[src/rtl/uart_rx_deframer_pkg.sv]
// Shared definitions for the UART receive deframer: FSM encodings,
// frame constants and the oversample divisor calculation.
package uart_rx_deframer_pkg;

    typedef enum logic [2:0] {
        RX_IDLE      = 3'd0,
        RX_START     = 3'd1,
        RX_DATA      = 3'd2,
        RX_PARITY    = 3'd3,
        RX_STOP      = 3'd4,
        RX_WAIT_HIGH = 3'd5
    } rxState_t;

    localparam int   RX_DATA_BITS  = 8;
    localparam logic RX_IDLE_LEVEL = 1'b1;

    // Rounded clock divisor for one oversample tick.
    function automatic int calcDiv(input int clkFreq, input int baud, input int overSample);
        return (clkFreq + baud * overSample / 2) / (baud * overSample);
    endfunction

endpackage

[src/rtl/uart_rx_tick_gen.sv]
// Free-running oversample tick generator: one-clk pulse every DIV clocks.
module uart_rx_tick_gen
    import uart_rx_deframer_pkg::*;
#(
    parameter int CLK_FREQ   = 50000000,
    parameter int BAUD       = 9600,
    parameter int OVERSAMPLE = 16
) (
    input  logic clk,
    input  logic rst,
    output logic tick
);

    localparam int DIV = calcDiv(CLK_FREQ, BAUD, OVERSAMPLE);
    localparam int CW  = (DIV > 1) ? $clog2(DIV) : 1;
    localparam logic [CW-1:0] CNT_LAST = CW'(DIV - 1);

    logic [CW-1:0] cnt;

    // Counter wraps at DIV-1 and emits the tick on the wrap.
    always_ff @(posedge clk or negedge rst) begin
        if (!rst) begin
            cnt  <= '0;
            tick <= 1'b0;
        end else if (cnt == CNT_LAST) begin
            cnt  <= '0;
            tick <= 1'b1;
        end else begin
            cnt  <= cnt + 1'b1;
            tick <= 1'b0;
        end
    end

endmodule

[src/rtl/uart_rx_deframer.sv]
// UART receive deframer: synchronises rxData, deframes 8N1 bytes (8E1 when
// UART_RX_PARITY_EN is defined), LSB first, into a one-entry valid/ready
// register, and pulses frameErr / overrun / parityErr for one clk.
module uart_rx_deframer
    import uart_rx_deframer_pkg::*;
#(
    parameter int CLK_FREQ    = 50000000,
    parameter int BAUD        = 9600,
    parameter int OVERSAMPLE  = 16,
    parameter int SYNC_STAGES = 2
) (
    input  logic       clk,
    input  logic       rst,
    input  logic       rxData,
    output logic [7:0] rxByte,
    output logic       rxValid,
    input  logic       rxReady,
    output logic       frameErr,
    output logic       overrun,
    output logic       parityErr,
    output logic       busy
);

    localparam int SC_W = $clog2(OVERSAMPLE);
    localparam logic [SC_W-1:0] SC_HALF  = SC_W'(OVERSAMPLE / 2 - 1);
    localparam logic [SC_W-1:0] SC_FULL  = SC_W'(OVERSAMPLE - 1);
    localparam logic [2:0]      BIT_LAST = 3'(RX_DATA_BITS - 1);

    logic                   tick;
    logic [SYNC_STAGES-1:0] sync;
    logic [SYNC_STAGES-1:0] syncVld;
    logic                   s;
    logic                   lineHigh;
    logic                   fall;
    rxState_t               state, stateNext;
    logic [SC_W-1:0]        sc;
    logic [2:0]             bitCnt;
    logic [7:0]             shiftReg;
    logic                   scWrap;
    logic                   sampleTick;
    logic                   stopSample;
    logic                   goodByte;
    logic                   frameBad;
`ifdef UART_RX_PARITY_EN
    logic                   parSample;
    logic                   parBad;
`endif

    uart_rx_tick_gen #(
        .CLK_FREQ  (CLK_FREQ),
        .BAUD      (BAUD),
        .OVERSAMPLE(OVERSAMPLE)
    ) u_tick (
        .clk (clk),
        .rst (rst),
        .tick(tick)
    );

    // Synchroniser plus a fill marker so the reset value of the chain is
    // never mistaken for a real high-to-low transition.
    always_ff @(posedge clk or negedge rst) begin
        if (!rst) begin
            sync     <= {SYNC_STAGES{RX_IDLE_LEVEL}};
            syncVld  <= '0;
            lineHigh <= 1'b0;
        end else begin
            sync    <= {sync[SYNC_STAGES-2:0], rxData};
            syncVld <= {syncVld[SYNC_STAGES-2:0], 1'b1};
            if (syncVld[SYNC_STAGES-1])
                lineHigh <= s;
        end
    end

    assign s          = sync[SYNC_STAGES-1];
    assign fall       = lineHigh && !s;
    assign sampleTick = tick && scWrap;

    // State register.
    always_ff @(posedge clk or negedge rst) begin
        if (!rst) state <= RX_IDLE;
        else      state <= stateNext;
    end

    // Next-state logic.
    always_comb begin
        stateNext = state;
        case (state)
            RX_IDLE:      if (fall) stateNext = RX_START;
            RX_START:     if (sampleTick) stateNext = s ? RX_IDLE : RX_DATA;
            RX_DATA: begin
                if (sampleTick && bitCnt == BIT_LAST)
`ifdef UART_RX_PARITY_EN
                    stateNext = RX_PARITY;
`else
                    stateNext = RX_STOP;
`endif
            end
            RX_PARITY:    if (sampleTick) stateNext = RX_STOP;
            RX_STOP:      if (sampleTick) stateNext = s ? RX_IDLE : RX_WAIT_HIGH;
            RX_WAIT_HIGH: if (s) stateNext = RX_IDLE;
            default:      stateNext = RX_IDLE;
        endcase
    end

    // Output/strobe decode: sample point and frame verdicts.
    always_comb begin
        busy       = (state != RX_IDLE);
        scWrap     = (state == RX_START) ? (sc == SC_HALF) : (sc == SC_FULL);
        stopSample = (state == RX_STOP) && tick && scWrap;
        frameBad   = stopSample && !s;
`ifdef UART_RX_PARITY_EN
        parSample  = (state == RX_PARITY) && tick && scWrap;
        goodByte   = stopSample && s && !parBad;
`else
        goodByte   = stopSample && s;
`endif
    end

    // Sample counter, bit counter and data shift register.
    always_ff @(posedge clk or negedge rst) begin
        if (!rst) begin
            sc       <= '0;
            bitCnt   <= '0;
            shiftReg <= '0;
`ifdef UART_RX_PARITY_EN
            parBad   <= 1'b0;
`endif
        end else begin
            if (state == RX_IDLE || state == RX_WAIT_HIGH)
                sc <= '0;
            else if (tick)
                sc <= scWrap ? '0 : sc + 1'b1;

            if (state == RX_IDLE)
                bitCnt <= '0;
            else if (state == RX_DATA && sampleTick) begin
                shiftReg <= {s, shiftReg[7:1]};
                bitCnt   <= bitCnt + 1'b1;
            end
`ifdef UART_RX_PARITY_EN
            // Even parity: data ones plus parity bit must be even.
            if (state == RX_IDLE)
                parBad <= 1'b0;
            else if (parSample)
                parBad <= ^{shiftReg, s};
`endif
        end
    end

    // One-entry output register and single-cycle error pulses.
    always_ff @(posedge clk or negedge rst) begin
        if (!rst) begin
            rxByte    <= '0;
            rxValid   <= 1'b0;
            frameErr  <= 1'b0;
            overrun   <= 1'b0;
            parityErr <= 1'b0;
        end else begin
            overrun  <= 1'b0;
            frameErr <= frameBad;
`ifdef UART_RX_PARITY_EN
            parityErr <= parSample && (^{shiftReg, s});
`else
            parityErr <= 1'b0;
`endif
            if (goodByte) begin
                if (!rxValid || rxReady) begin
                    rxByte  <= shiftReg;
                    rxValid <= 1'b1;
                end else begin
                    overrun <= 1'b1;
                end
            end else if (rxValid && rxReady) begin
                rxValid <= 1'b0;
            end
        end
    end

endmodule

[config.mk]
export PLATFORM = sky130hd
export DESIGN_NAME = uart_rx_deframer
export DESIGN_NICKNAME = d
export VERILOG_FILES = /design/src/rtl/uart_rx_deframer_pkg.sv /design/src/rtl/uart_rx_tick_gen.sv /design/src/rtl/uart_rx_deframer.sv
export SDC_FILE = /design/constraint.sdc
export NUM_CORES = 1
export LEC_CHECK = 0
export CORE_MARGIN = 1
export CORE_UTILIZATION = 35
export DETAILED_ROUTE_END_ITERATION = 8
export SLEW_MARGIN = 10
export SYNTH_ARGS = -nofsm -noshare
export SYNTH_HDL_FRONTEND = slang
export SYNTH_SLANG_ARGS = --single-unit
[constraint.sdc]
create_clock -name clk -period 1.95 [get_ports clk]
set_input_delay 0.39 -clock clk [delete_from_list [all_inputs] [get_ports clk]]
set_output_delay 0.39 -clock clk [all_outputs]
set_load 0.01 [all_outputs]
==> summary.txt <==
Outcome
  • Outcome: finished, final reports clean

Routing
  • Wire per inst: approximately 13 µm
  • DRC: 0
  • Routed wire length: between 3 and 4 mm
  • Via count: around 1200
  • Vias/cell: slightly below 5
  • DRT Pass-1 Iters: 4
  • Number of antenna-violating nets in the routed design: 0
  • DR iter-0 viols: 50

GRT
  • First-pass GRT wire length: 5.913 mm
  • Overflow left after global routing: 0
  • Largest net degree at the start of global routing: 45
  • Vias in the first global route: 1266
  • Overall global routing resource usage: 12.60%
  • Antenna violations before repair: 0

STA
  • Final period utilization: 94.11%
  • Max Freq: 544.9 MHz
  • Worst hold margin: 0.1620 ns
  • Fin crit period: around 1.8 ns
  • Setup violators final: 0
  • Relative slew slack: between 60% and 70%
  • Setup TNS Final: 0 ns
  • Skew final: about 0.0054 ns
  • Slew @ Worst Pin: 0.5456 ns
  • Worst Slack Setup Final: approximately 0.11 ns
  • Pins Over Slew Limit: 0
  • RSZ-0062 raised after global routing: no
  • Number of hold violations in the final report: 0

Floorplan
  • I/O pins: 17
  • Die ar.: about 6000 µm²
  • Initial Util: a little under two fifths
  • Die height: just under 80 µm
  • Die span in x: ~77 µm
  • Core area: ~5200 µm²
  • Num rows: 26

Power and ir drop
  • Sequential power share: around 58%
  • Maximum VDD drop: ~0.00037 V
  • Static leakage: ~1.1 nW
  • Pint: 1.256 mW
  • Part of the power in combinational logic: 6.7%
  • P_sw: about 380 µW
  • Power density cells: ~710 nW/µm²
  • Switch share: between 20 and 25%
  • Clock power share: between 30 and 40%

Clocking
  • Worst skew pair latency: slightly below 0.3 ns
  • # resized after CTS: 3
  • Clock slew at reported path FFs: ~0.08 ns
  • Setup bufs post-CTS: 0
  • Root buf cell: clkbuf_8
  • Clock buffer depth: 2
  • Post-CTS Hold Buffers: 0
  • CTS H-tree lvls: 2
  • CTS tree: yes
  • Total CTS buffers: 5
  • CTS sink count: 44

Critical path
  • RR Endpoint: shiftReg[6]
  • Setup CP Type: reg2out
  • Worst R2R Path Depth: 5
  • Crit path arrival time: 1.45 ns
  • Worst r2r src: sc[0]
  • Crit. End Element: output port
  • R2R Setup Slk: between 0.1 and 0.15 ns
  • Worst path required time: about 1.6 ns
  • Crit-path max FO: 9
  • Crit start category: flop

Synthesis
  • Synth top area share: a little over half
  • Biggest area consumer among synthesized cells: dfrtp_1
  • FFs w/ async S/R, synth: between 90% and 100%
  • Post-Synth XOR/XNOR Area: about 4.5%
  • Synth unique cells: just over 40
  • Synth Instances: between 150 and 200
  • Post-synth EDFFs: 0
  • Synth Area in Simple Gates: between 10% and 20%
  • Top cells by area, synth: dfrtp_1 (54%), mux2_2 (6.3%), mux2_4 (5.4%), ha_1 (3.2%), dfstp_2 (2.7%)
  • Syn_area_per_cell: approximately 12 µm²
  • Syn Nets: 167
  • Multiplexer share of the synthesized area: roughly an eighth
  • Synth warnings: 0
  • Flops & latches, synth: 44
  • Compound-Gate Fraction of Synth Area: approximately 5.4%
  • Largest family of logic cells by synthesized area: simple AND/OR/NAND/NOR gates
  • Adder-cell share of the synthesized area: 3.187%
  • Seq/Total Area, Yosys: ~56%
  • Post-Syn Area: just under 2000 µm²
  • Top_reg_cell synth: dfrtp_1

Worst hold path
  • Hold Crit Class: in2async

Place
  • RD Place Congestion: ~0.8
  • Buffers on Ports: 15
  • DP Wirelength: roughly 2.3 mm
  • DP Worst Slack: 0.1312 ns

Layout
  • Share of cells above drive strength 1: roughly 23%
  • Final Util: between 40% and 50%
  • Area Overhead vs Synth: 16.95%
  • Ant. Diodes: 0
  • Most common cell after layout, fill and taps aside: dfrtp_1
  • # nets final: around 190
  • Most frequent cells in the layout: dfrtp_1 (41), nor2_1 (14), clkdlybuf4s50_1 (13)

Flow run
  • Max-Cap Viols: 0
-- worst max-delay path by stage --
stage / startpoint / endpoint / slack, ns / cells past startpoint
CTS: state[0] / busy / 0.10 / 2
floorplan: sc[0] / shiftReg[1] / 0.20 / 6
detailed placement: sc[0] / shiftReg[6] / 0.13 / 5
global route: sc[0] / shiftReg[3] / 0.05 / 5
global placement: sc[0] / shiftReg[5] / 0.18 / 5
finish: state[0] / busy / 0.11 / 2
-- worst max-delay path, cell delays in order, from the launching register on --
cell and delay (ns):
dfrtp_2 0.46, or3_4 0.41, dlygate4sd2_1 0.29
-- routing by layer --
| layer | wire length (µm) | global-route usage [%] | vias to the layer above |
|---|---|---|---|
| li1 | - | - | 590 |
| met1 | 1559 | 16.44 | 624 |
| met2 | 1524 | 19.73 | 24 |
| met3 | 112 | 3.690 | 7 |
| met4 | 46 | 4.615 | 0 |
| met5 | 0 | 0 | - |
-- cell type report --
type	count	area, µm²
clock buffers	7	86.33
clock inverters	1	7.507
fillers	485	2942
inverters	5	18.77
multi-input cells	103	802.0
flip-flops and latches	44	1105
well taps	70	87.58
repair buffers	21	188.9
-- power by group through the flow --
stage,logic (mW),registers (mW),clock network (mW)
after floorplan,0.0657,0.952,0
after global placement,0.106,0.958,0
after detailed placement,0.111,0.960,0
after CTS,0.110,0.943,0.607
after global routing,0.122,0.945,0.652
final,0.110,0.943,0.584
-- sequential cells by signal, indices dropped and copies added (netlist names) --
name,cells
lineHigh,1
sync,2
u_tick.cnt,9
rxByte,8
shiftReg,8
overrun,1
syncVld,2
rxValid,1
sc,4
frameErr,1
u_tick.tick,1
bitCnt,3
state,3
-- cell usage after synthesis, drive strengths merged, types with 2 or more instances --
library cell   n
and2           2
nand2b         2
nand3         10
ha             5
nand4          2
and3           3
inv            5
mux2          18
nand2          7
dfstp          2
or3            4
nand4b         2
dfrtp         42
a21oi          3
conb           2
a221o          2
xor2           5
nor2          15
buf            5
xnor2          5
o21ai          4
-- metrics by stage --
| stage | cell area [µm²] | power [mW] | std cells |
|---|---|---|---|
| 2_1_floorplan | 1963 | 1.018 | 158 |
| 3_3_place_gp | 2197 | 1.064 | 243 |
| 3_5_place_dp | 2197 | 1.070 | 243 |
| 4_1_cts | 2296 | 1.660 | 251 |
| 5_1_grt | 2296 | 1.720 | 251 |
| 6_report | 2296 | 1.636 | 251 |
-- cell families after synthesis --
group                    Yosys count
AND/OR/NAND/NOR                   52
XOR/XNOR                          10
adder cells (fa/ha/maj)            5
flip-flops                        44
other                              2
buffers and inverters             11
AO/OA/AOI/OAI                     15
multiplexers                      19
(Power assumes the default switching activity.)
